<file path="config.mk">
export PLATFORM = sky130hd
export DESIGN_NAME = demux_lane_collector
export DESIGN_NICKNAME = d
export VERILOG_FILES = /design/src/rtl/demux_lane_collector.sv
export SDC_FILE = /design/constraint.sdc
export NUM_CORES = 1
export LEC_CHECK = 0
export ABC_AREA = 1
export CORE_MARGIN = 2
export CORE_UTILIZATION = 50
export CTS_CLUSTER_DIAMETER = 200
export CTS_CLUSTER_SIZE = 16
export DETAILED_ROUTE_END_ITERATION = 8
export HOLD_SLACK_MARGIN = 0.03
export PLACE_DENSITY = 0.69
export SYNTH_ARGS = -nofsm -noshare
export SYNTH_HDL_FRONTEND = slang
export SYNTH_SLANG_ARGS = --single-unit
</file>
<file path="constraint.sdc">
create_clock -name clk -period 3.4 [get_ports clk]
set_input_delay 0.68 -clock clk [delete_from_list [all_inputs] [get_ports clk]]
set_output_delay 0.68 -clock clk [all_outputs]
set_load 0.005 [all_outputs]
</file>
<file path="src/rtl/demux_lane_collector.sv">
// demux_lane_collector: per-lane WIDTH-bit word assembly behind the 1-to-4 demux, drained round-robin.
// Define COLLECTOR_PARITY_EN to add the registered out_parity port.
module demux_lane_collector #(
    parameter int WIDTH = 8
) (
    input  logic             clk,
    input  logic             rst_n,
    input  logic             bit_vld,
    input  logic [1:0]       sel,
    input  logic [3:0]       din,
    output logic             out_valid,
    input  logic             out_ready,
    output logic [WIDTH-1:0] out_data,
    output logic [1:0]       out_lane,
`ifdef COLLECTOR_PARITY_EN
    output logic             out_parity,
`endif
    output logic [3:0]       ovf,
    input  logic             ovf_clr
);
    localparam int CW = $clog2(WIDTH);

    logic [WIDTH-2:0] sh   [4];
    logic [CW-1:0]    cnt  [4];
    logic [WIDTH-1:0] hold [4];
    logic [3:0]       full;
    logic [1:0]       last_grant;

    logic [WIDTH-1:0] word;
    logic [3:0]       done;
    logic [3:0]       drain;
    logic             free;
    logic             found;
    logic             load;
    logic [1:0]       gnt;
    logic [1:0]       cand;

    always_comb begin
        word = {sh[sel], din[sel]};
        done = '0;
        for (int unsigned l = 0; l < 4; l++) begin
            done[l] = bit_vld && (sel == 2'(l)) && (cnt[l] == CW'(WIDTH - 1));
        end
    end

    // Search starts one past the last grant; the i=4 step wraps back onto last_grant itself.
    always_comb begin
        free  = !out_valid || out_ready;
        found = 1'b0;
        gnt   = '0;
        cand  = '0;
        for (int unsigned i = 1; i <= 4; i++) begin
            cand = last_grant + 2'(i);
            if (!found && full[cand]) begin
                found = 1'b1;
                gnt   = cand;
            end
        end
        load  = free && found;
        drain = '0;
        for (int unsigned l = 0; l < 4; l++) begin
            drain[l] = load && (gnt == 2'(l));
        end
    end

    always_ff @(posedge clk or negedge rst_n) begin
        if (!rst_n) begin
            for (int unsigned l = 0; l < 4; l++) begin
                sh[l]   <= '0;
                cnt[l]  <= '0;
                hold[l] <= '0;
            end
            full <= '0;
            ovf  <= '0;
        end else begin
            if (bit_vld) begin
                if (done[sel]) begin
                    cnt[sel] <= '0;
                end else begin
                    sh[sel]  <= word[WIDTH-2:0];
                    cnt[sel] <= cnt[sel] + CW'(1);
                end
            end
            for (int unsigned l = 0; l < 4; l++) begin
                // A hold slot being drained this edge can take the newly finished word.
                if (done[l] && (!full[l] || drain[l])) begin
                    hold[l] <= word;
                    full[l] <= 1'b1;
                end else if (drain[l]) begin
                    full[l] <= 1'b0;
                end
                if (done[l] && full[l] && !drain[l]) begin
                    ovf[l] <= 1'b1;
                end else if (ovf_clr) begin
                    ovf[l] <= 1'b0;
                end
            end
        end
    end

    always_ff @(posedge clk or negedge rst_n) begin
        if (!rst_n) begin
            out_valid  <= 1'b0;
            out_data   <= '0;
            out_lane   <= '0;
            last_grant <= 2'd3;
`ifdef COLLECTOR_PARITY_EN
            out_parity <= 1'b0;
`endif
        end else if (free) begin
            if (found) begin
                out_valid  <= 1'b1;
                out_data   <= hold[gnt];
                out_lane   <= gnt;
                last_grant <= gnt;
`ifdef COLLECTOR_PARITY_EN
                out_parity <= ^hold[gnt];
`endif
            end else begin
                out_valid <= 1'b0;
            end
        end
    end

endmodule

</file>
After elaboration in Yosys (flattened, before gate mapping):

Cells that the tools add are included.

* register bits after elaboration: 93

* add/sub/neg operators: 4
* $lt $le $gt $ge: 8
* equality and inequality tests: 10
* muxes and demuxes: 50
* bitwise logic cells: 5
* reduce and logical (&&, ||, !) cells: 58

Operators with widths (count)
* logical AND 1 bit: 29
* bitwise mux 28 bit: 1
* 2-to-1 mux 1 bit: 24
* 2-to-1 mux 7 bit: 3
* binary-select mux 8 bit (select 2 bit): 1
* 2-to-1 mux 8 bit: 2
* nonzero test 2 bit: 8
* less-than comparator 2 x 3 -> 1 bit, second input constant: 5
* binary-select mux 7 bit (select 2 bit): 1
* demux 7 bit (select 2 bit): 1
* AND 12 bit: 1
* binary-select mux 1 bit (select 2 bit): 6
* bitwise mux 12 bit: 1
* == test 3 bit, second input constant: 4
* logical NOT 1 bit: 12
* 2-to-1 mux 12 bit: 1
* inverter 12 bit: 1
* 2-to-1 mux 3 bit: 3
* == test 2 bit, second input constant: 4
* 2-to-1 mux 2 bit: 4
* binary-select mux 3 bit (select 2 bit): 1
* demux 3 bit (select 2 bit): 1
* >= comparator 3 bit, second input constant: 2
* inverter 2 -> 3 bit: 2
* other kinds (9): 17

Logic depth before layout (Yosys ltp):

Gate-level depths: netlist (run 1).

* word-level depth: 18
* depth in mapped cells: 17

Least setup slack after synthesis (run 1):

OpenSTA, ideal clock, no wires.

* kind: input port to flip-flop
* start: input port sel[0]
* end: register cnt[7] in the netlist's numbering
* library setup time: 83 ps
* data arrival time: 2029 ps
* path slack: 1288 ps
* cell stages on the path: 11
* buffers on the path: 1
* path through: inv_1 > nor2_1 > clkbuf_1 > a221oi_1 > o21a_1 > inv_1 > ha_1 > inv_1 > nor2_1 > nand2_1 > o21ai_0

* longest elaborated chain between the ends: 8
* elaborated cells between the ends (all ways): 28
* those cells by class: add/sub: 1; order compare: 2; eq/ne: 3; mux: 9; bitwise: 3; reduce/logical: 10

Ends and longest elaborated chain
* from (decl): line 9 `input logic [1:0] sel,`
* branches (longest 7 deep; another with adder 3 x 1 -> 3 bit)
* 2-to-1 mux 12 bit (*): line 77 `if (done[sel]) begin`
* to (signal, indexed assignment): line 81 `cnt[sel] <= cnt[sel] + CW'(1);`
* to (decl): line 24 `logic [CW-1:0] cnt [4];`

Mark *: on every way between the ends. The select of a mux whose other input is x is not followed.
A chain may end at the register's enable or synchronous reset.

Worst setup path after layout (run 1):

* start: input port sel[0]
* end: register cnt[11] in the netlist's numbering

The elaborated chain is that of the path after synthesis.

==> results.cfg, run 1 <==
[run_status]
outcome = completed

[timing]
finalSetupViolCount = 0
fin_skew_ns = 0.0125
fin_setup_tns_ns = 0
fmax_mhz = 367
period_minus_slack_ns = 2.73
holdWs_ns = 0.433
max_slew_margin_pct = 37.8
hold_viol_final = 0
finalMaxSlewViolations = 0
timing.final.crit_share_pct = 80.2
tightest_slew_ns = 0.934
rsz0062_at_grt = false

[clock_tree]
clockRootBuffer = clkbuf_8
cts_buffers = 9
clk_path_buf_depth = 2
clk_pin_slew_ns = 0.09
cts_tree = done
cts_max_level = 3
post_cts_resized = 0
clk_latency_ns = 0.37
cts_setup_buffers = 0
ctsHoldBuffers = 0
clock_sinks = 93

[drt]
wl_um = 10300
vias = 3741
drt_iter0_markers = 200
antenna_left = 0
drc = 0
dr.pass1.iters = 5
wl_per_cell_um = 14.6
viasPerCell = 5.28

[synthesis]
ys.flop_type = dfrtp_1
avgSynthCellArea_um2 = 8.12
yosysWarningCount = 0
synth_nets = 566
seq_area_frac_synth_pct = 51.8
syn-cell-area_mm2 = 0.00450
yosysMostFrequentCell = nand2_1
async_flop_share_pct = 100
ys_ff_latch = 93
synth_cells = 554
synth_area_leaders = dfrtp_1 (51%), nand2_1 (17%), nand3_1 (7.3%), inv_1 (5.1%), o21ai_0 (3.0%)
synthTopCellsByCount = nand2_1 (206), dfrtp_1 (91), nand3_1 (66), inv_1 (61), o21ai_0 (27)
synth-edff-count = 0
yosys.cell_types.count = 33
synth_top_area_share_pct = 50.6
yosysTopAreaCell = dfrtp_1

[grt]
grt_pass1_vias = 3631
antenna_found_initial = 0
grtUsageTotal_pct = 23.1
globalRoute.totalOverflow = 0
grt_pass1_wl_um = 18000
grt_max_degree = 74

[final_layout]
diodes = 0
nets = 608
areaGrowthSynthToFinish_pct = 15.0
drive_gt1_share_pct = 11.3
fillers = 769

[worst_setup_path]
cp_cell_sequence = clkdlybuf4s50_1 -> nor2_1 -> nand2_1 -> nor4_4 -> nor2_1 -> nand2_1 -> nor2_1 -> inv_1 -> o22ai_1
max_stage_delay_ns = 0.62
cp.arrival_ns = 2.96
path_buf_inv = 2
crit_path_frequent_cell = nor2_1
path_max_fanout = 12
start_kind = input pin
cp_slowest_cell = nor2_1
end_kind = flip-flop
worstPathRequired_ns = 3.63
crit_family = simple AND/OR/NAND/NOR gates
path_class = in2reg

[pwr]
swShare_pct = 41.9
p_seq_share_pct = 41.5
p_sw_mw = 1.71
p_leak_nw = 2.64
clkPwrFrac_pct = 18.5
ir_worst_vdd_mv = 0.334
power.density_mw_per_mm2 = 791
combPwrFrac_pct = 40.0
intPower_mw = 2.38

[floorplanning]
chipHeight_um = 98.8
ioPinCount = 26
rows = 34
fp.coreArea_mm2 = 0.00872
dieArea_mm2 = 0.00977
start_util_pct = 51.6
dieWidth_um = 98.8

[job]
drv_cap = 0

[placement]
io_buffers = 25
place.gp.congestion = 0.852
post-dp-hpwl_um = 7600

[min_path]
hold_class = in2async
==> worst register-to-register path: stages, from the launching register on <==
cell and delay [ns]:
dfstp_2 0.68, inv_6 0.09, nand2_1 0.07, nand2_1 0.06, nor2_1 0.13, nor2_1 0.08, nand3_4 0.10, nand2_1 0.24
inv_1 0.23, nand2_2 0.15, o21ai_4 0.30, nand2_4 0.14, nand2_1 0.09, nand2_1 0.05
==> metrics by stage <==
stage | std cells | setup WS [ns] | area (um^2) | util (%) | total power, mW
final | 709 | 0.673 | 5170 | 59.3 | 4.09
after global routing | 709 | 0.397 | 5170 | 59.3 | 4.43
after CTS | 709 | 0.708 | 5170 | 59.3 | 4.12
after detailed placement | 693 | 0.313 | 4970 | 57.0 | 3.36
after global placement | 693 | 0.402 | 4970 | 57.0 | 3.31
after floorplan | 554 | 1.29 | 4500 | - | 2.87
==> logic make-up after synthesis <==
logic type | share of synthesized area, %
adder cells (fa/ha/maj) | 0.278
buffers and inverters | 7.26
AND/OR/NAND/NOR | 30.8
XOR/XNOR | 0.195
AO/OA/AOI/OAI | 9.66
flip-flops | 51.8
==> final timing paths <==
kind / startpoint / to / slack (ns) / cells after the start
min in group clk: hold[5]$_DFFE_PN0P_ / hold[5]$_DFFE_PN0P_ / 0.48 / 2
setup reg to reg: last_grant[0]$_DFFE_PN1P_ / hold[10]$_DFFE_PN0P_ / 0.90 / 13
hold reg to reg: hold[5]$_DFFE_PN0P_ / hold[5]$_DFFE_PN0P_ / 0.48 / 2
setup / recovery: sel[0] / cnt[11]$_DFFE_PN0P_ / 0.67 / 9
hold / removal: rst_n / out_valid$_DFFE_PN0P_ / 0.43 / 1
max in group asynchronous: rst_n / hold[8]$_DFFE_PN0P_ / 2.23 / 2
==> cell type report <==
type | instances | area, um^2 | area share [%]
Inverter | 66 | 253 | 4.89
Tap cell | 108 | 135 | 2.61
Clock buffer | 10 | 128 | 2.47
Timing Repair Buffer | 45 | 398 | 7.69
Clock inverter | 6 | 68.8 | 1.33
Multi-Input combinational cell | 381 | 1860 | 36.0
Sequential cell | 93 | 2330 | 45.1
==> cells in the final DEF (no fill, tap or decap), types with 9 or more instances in the layout <==
| cell | count |
|---|---|
| a22oi_1 | 10 |
| buf_4 | 21 |
| clkdlybuf4s50_1 | 24 |
| o211ai_1 | 9 |
| nand2_1 | 206 |
| o21ai_0 | 27 |
| nand3_1 | 66 |
| o221ai_1 | 9 |
| nand2_2 | 14 |
| dfrtp_1 | 91 |
| inv_1 | 61 |
| nor2_1 | 14 |
| clkbuf_8 | 9 |
==> flip-flops by register name (all words and copies together), names as in the netlist <==
| register | cells |
|---|---|
| out_data | 8 |
| sh | 28 |
| hold | 32 |
| cnt | 12 |
| out_valid | 1 |
| last_grant | 2 |
| full | 4 |
| ovf | 4 |
| out_lane | 2 |
==> metal layers <==
metal  track usage, %  vias to the layer above  wire length, um
li1                 -                     1876                -
met1             32.5                     1749             4770
met2             35.9                      101             4820
met3             4.96                       15              509
met4             7.90                        0              234
met5                0                        -                0
==> power groups by stage <==
| stage | clock (mW) | combinational, mW | sequential (mW) |
|---|---|---|---|
| global route | 0.821 | 1.87 | 1.74 |
| detailed placement | 0 | 1.65 | 1.71 |
| CTS | 0.772 | 1.65 | 1.69 |
| finish | 0.755 | 1.64 | 1.70 |
| floorplan | 0 | 1.23 | 1.63 |
| global placement | 0 | 1.61 | 1.70 |
No activity file was read; power rests on OpenSTA's default activity.
==> run 2: changes to the inputs <==
==> constraint.sdc (replaced) <==
create_clock -name clk -period 2.75 [get_ports clk]
set_input_delay 0.55 -clock clk [delete_from_list [all_inputs] [get_ports clk]]
set_output_delay 0.55 -clock clk [all_outputs]
set_load 0.005 [all_outputs]
==> results.cfg, run 2 (synthesis results as in run 1) <==
[floorplanning]
dieWidth_um = 98.8
fp.coreArea_mm2 = 0.00872
ioPinCount = 26
chipHeight_um = 98.8
start_util_pct = 51.6
dieArea_mm2 = 0.00977
rows = 34

[grt]
globalRoute.totalOverflow = 0
antenna_found_initial = 0
grtUsageTotal_pct = 22.5
grt_pass1_wl_um = 17700
grt_pass1_vias = 3657
grt_max_degree = 55

[timing]
rsz0062_at_grt = false
fin_setup_tns_ns = 0
period_minus_slack_ns = 2.43
holdWs_ns = 0.234
finalSetupViolCount = 0
fin_ws_ns = 0.324
fin_skew_ns = 0.0123
fmax_mhz = 412
hold_viol_final = 0
finalMaxSlewViolations = 0
max_slew_margin_pct = 54.1
timing.final.crit_share_pct = 88.2
tightest_slew_ns = 0.689

[min_path]
hold_class = in2async

[worst_setup_path]
cp_slowest_cell = dfstp_2
r2r_setup_slack_ns = 0.32
max_stage_delay_ns = 0.67
start_kind = flip-flop
end_kind = flip-flop
cp_cell_sequence = inv_6 -> nand2_1 -> nand2_2 -> nand2_2 -> nand2_2 -> inv_1 -> nand3_1 -> inv_2 -> nand2_4 -> nand2_2 -> nand3_1 -> nand2_2 -> nand2_2 -> nand2_1 -> nand2_1
path_max_fanout = 11
r2r-end = hold[22]$_DFFE_PN0P_
crit_start = last_grant[0]$_DFFE_PN1P_
crit_path_frequent_cell = nand2_2
worstPathRequired_ns = 3.00
cp.arrival_ns = 2.68
rr_startpoint = last_grant[0]$_DFFE_PN1P_
path_class = reg2reg
reg2reg_depth = 15
endpoint = hold[22]$_DFFE_PN0P_

[placement]
io_buffers = 25
place.gp.congestion = 0.901
post-dp-hpwl_um = 7580
place_ws_ns = 0.142

[drt]
antenna_left = 0
vias = 3807
drt_iter0_markers = 168
drc = 0
dr.pass1.iters = 5
wl_per_cell_um = 14.2
viasPerCell = 5.32
wl_um = 10100

[final_layout]
diodes = 0
areaGrowthSynthToFinish_pct = 16.8
top_regs = hold x32, sh x28, cnt x12
drive_gt1_share_pct = 12.2
nets = 616
final_common_cell = nand2_1
largest_reg_flops = 32
mostFrequentLayoutCells = nand2_1 (206), dfrtp_1 (91), nand3_1 (66), inv_1 (61), buf_4 (28)
top_register = hold

[clock_tree]
ctsHoldBuffers = 0
clock_sinks = 93
clk_pin_slew_ns = 0.09
clockRootBuffer = clkbuf_8
post_cts_resized = 0
clk_latency_ns = 0.36
clk_path_buf_depth = 2
cts_buffers = 9
cts_max_level = 3
cts_tree = done
cts_setup_buffers = 0

[job]
drv_cap = 0

[pwr]
ir_worst_vdd_mv = 0.401
power.density_mw_per_mm2 = 975
finalPower_mw = 5.12
p_leak_nw = 2.69

[run_status]
outcome = completed
-- run 2: cell types whose count changed in the layout (fill, tap and decap cells not counted), sizes merged --
cell      delta
clkinv       +1
buf          +8
bufinv       +1
inv          -3
clkbuf       +1
clkinvlp     -1
-- run 2: final cells by class --
class | count | area [um^2]
Clock buffer | 11 | 131
Clock inverter | 4 | 73.8
Fill cell | 761 | 3470
Inverter | 66 | 253
Multi-Input combinational cell | 381 | 1860
Sequential cell | 93 | 2330
Tap cell | 108 | 135
Timing Repair Buffer | 53 | 470
-- run 2: through the flow --
step	instance area [um^2]	util (%)	instances
floorplan	4500	-	554
global placement	5050	57.9	701
detailed placement	5050	57.9	701
CTS	5250	60.2	716
global route	5250	60.2	716
finish	5250	60.2	716
-- run 2: critical path, delay by kind of cell, from the launching register on --
family / cells / cell delay [ns]
buf+inv: 3 / 0.24
flops: 1 / 0.67
simple gates: 12 / 1.40
-- run 2: layer usage --
layer | GRT usage [%] | vias to the layer above | share of wire (%)
li1 | - | 1895 | -
met1 | 31.8 | 1811 | 46
met2 | 36.6 | 90 | 49
met3 | 2.84 | 11 | 4.1
met4 | 6.85 | 0 | 1.3
met5 | 0 | - | 0
-- run 2: how the worst min path moves through the flow --
stage,cells after the start,end,slack (ns),from
detailed placement,2,hold[10]$_DFFE_PN0P_,0.46,hold[10]$_DFFE_PN0P_
CTS,1,out_valid$_DFFE_PN0P_,0.26,rst_n
global placement,2,sh[23]$_DFFE_PN0P_,0.46,sh[23]$_DFFE_PN0P_
finish,1,out_valid$_DFFE_PN0P_,0.23,rst_n
floorplan,0,cnt[0]$_DFFE_PN0P_,0.25,rst_n
global route,1,out_valid$_DFFE_PN0P_,0.30,rst_n
-- run 2: power breakdown --
group / internal, mW / total, mW / switching (mW)
sequential: 1.82 / 2.09 / 0.275
combinational: 0.735 / 2.07 / 1.33
clock: 0.508 / 0.968 / 0.460
total: 3.06 / 5.12 / 2.06
==> run 3: changes to the inputs <==
--- a/config.mk
+++ b/config.mk
@@ -11,6 +11,7 @@
 export CTS_CLUSTER_DIAMETER = 200
 export CTS_CLUSTER_SIZE = 16
 export DETAILED_ROUTE_END_ITERATION = 8
+export GPL_ROUTABILITY_DRIVEN = 0
 export HOLD_SLACK_MARGIN = 0.03
 export PLACE_DENSITY = 0.69
 export SYNTH_ARGS = -nofsm -noshare
==> results.cfg, run 3 (synthesis results as in run 1) <==
[final_layout]
nets = 612
top_regs = hold x32, sh x28, cnt x12
diodes = 0
largest_reg_flops = 32
final_area_mm2 = 0.00520
final_common_cell = nand2_1
top_register = hold
mostFrequentLayoutCells = nand2_1 (206), dfrtp_1 (91), nand3_1 (66), inv_1 (61), o21ai_0 (27)
drive_gt1_share_pct = 12.1
fin_cells = 713
areaGrowthSynthToFinish_pct = 15.6

[clock_tree]
clock_sinks = 93
clk_latency_ns = 0.36
post_cts_resized = 0
clk_pin_slew_ns = 0.10
cts_buffers = 9
cts_setup_buffers = 0
cts_max_level = 3
clk_path_buf_depth = 2
cts_tree = done
clockRootBuffer = clkbuf_8
ctsHoldBuffers = 0

[drt]
wl_um = 10400
drc = 0
vias = 3795
viasPerCell = 5.32
antenna_left = 0
wl_per_cell_um = 14.6
drt_iter0_markers = 269
dr.pass1.iters = 6

[grt]
top_usage_layer = met2
grt_max_degree = 56
grt_use_met3_pct = 2.70
antenna_found_initial = 0
use_met2_pct = 36.4
grt_pass1_vias = 3580
grt_pass1_wl_um = 17800
grt_util_met1_pct = 32.7
grtUsageTotal_pct = 22.9
globalRoute.totalOverflow = 0

[timing]
fin_setup_tns_ns = 0
timing.final.crit_share_pct = 86.7
finalMaxSlewViolations = 0
tightest_slew_ns = 0.552
period_minus_slack_ns = 2.38
finalSetupViolCount = 0
rsz0062_at_grt = false
hold_viol_final = 0
fmax_mhz = 420
max_slew_margin_pct = 63.2
fin_skew_ns = 0.0118

[worst_setup_path]
path_max_fanout = 10
path_class = reg2reg
start_kind = flip-flop
worstPathRequired_ns = 3.05
cp.arrival_ns = 2.68
end_kind = flip-flop

[pwr]
p_leak_nw = 2.66
power.density_mw_per_mm2 = 964
ir_worst_vdd_mv = 0.346

[floorplanning]
rows = 34
start_util_pct = 51.6
chipHeight_um = 98.8
dieWidth_um = 98.8
fp.coreArea_mm2 = 0.00872
dieArea_mm2 = 0.00977
ioPinCount = 26

[placement]
io_buffers = 25
post-dp-hpwl_um = 7490
place_area_mm2 = 0.00502
dp_cells = 697

[run_status]
outcome = completed

[min_path]
hold_class = in2async

[job]
drv_cap = 0
run 3: cell count changes in the layout (fill, tap and decap cells not counted), sizes merged:
cell      delta
clkinvlp     +1
buf          -4
bufinv       -2
clkbuf       -2
inv          +3
clkinv       +1
run 3: worst max-delay path, stage by stage (launching register included):
cell     delay (ns)
dfstp_2        0.68
inv_6          0.08
nand2_1        0.08
nand2_2        0.07
nand2_2        0.08
nand2_2        0.07
inv_1          0.07
nand3_1        0.12
inv_2          0.09
nand2_4        0.08
nand2_2        0.21
nand3_1        0.20
nand2_2        0.12
buf_4          0.17
nand3_1        0.09
nand2_1        0.09
run 3: metal layers:
metal | wire length, um | up-vias
li1 | - | 1896
met1 | 4840 | 1772
met2 | 4950 | 113
met3 | 474 | 14
met4 | 144 | 0
met5 | 0 | -
run 3: report_power, final:
part / total [mW] / internal (mW) / leakage, nW / switching [mW]
registers: 2.09 / 1.81 / 1.22 / 0.271
logic: 2.08 / 0.728 / 1.35 / 1.35
clock network: 0.849 / 0.340 / 0.0906 / 0.509
run 3: metrics by stage:
stage               total power [mW]  utilization [%]  hold WS [ns]  setup WS, ns
finish                          5.01             59.6         0.149         0.367
global route                    5.40             59.6         0.180         0.185
CTS                             5.03             59.6         0.169         0.386
detailed placement              4.18             57.5         0.460        0.0579
global placement                4.12             57.5         0.454         0.130
floorplan                       3.55                -         0.254         0.737
run 3: area by class of cell:
cell class | count | area [um^2]
clock buffer | 9 | 124
clock inverter | 7 | 56.3
fill | 791 | 3520
inverter | 66 | 253
multi-input combinational | 381 | 1860
sequential | 93 | 2330
tap | 108 | 135
timing repair buffer | 49 | 440
run 3: path summary, 6_finish.rpt:
path | start | endpoint | slack, ns | depth (start not counted)
max | last_grant[0]$_DFFE_PN1P_ | hold[16]$_DFFE_PN0P_ | 0.37 | 15
min | rst_n | hold[23]$_DFFE_PN0P_ | 0.15 | 1
max reg2reg | last_grant[0]$_DFFE_PN1P_ | hold[16]$_DFFE_PN0P_ | 0.37 | 15
min reg2reg | sh[14]$_DFFE_PN0P_ | sh[14]$_DFFE_PN0P_ | 0.48 | 2
max in group asynchronous | rst_n | sh[21]$_DFFE_PN0P_ | 1.92 | 2
min in group clk | sh[14]$_DFFE_PN0P_ | sh[14]$_DFFE_PN0P_ | 0.48 | 2
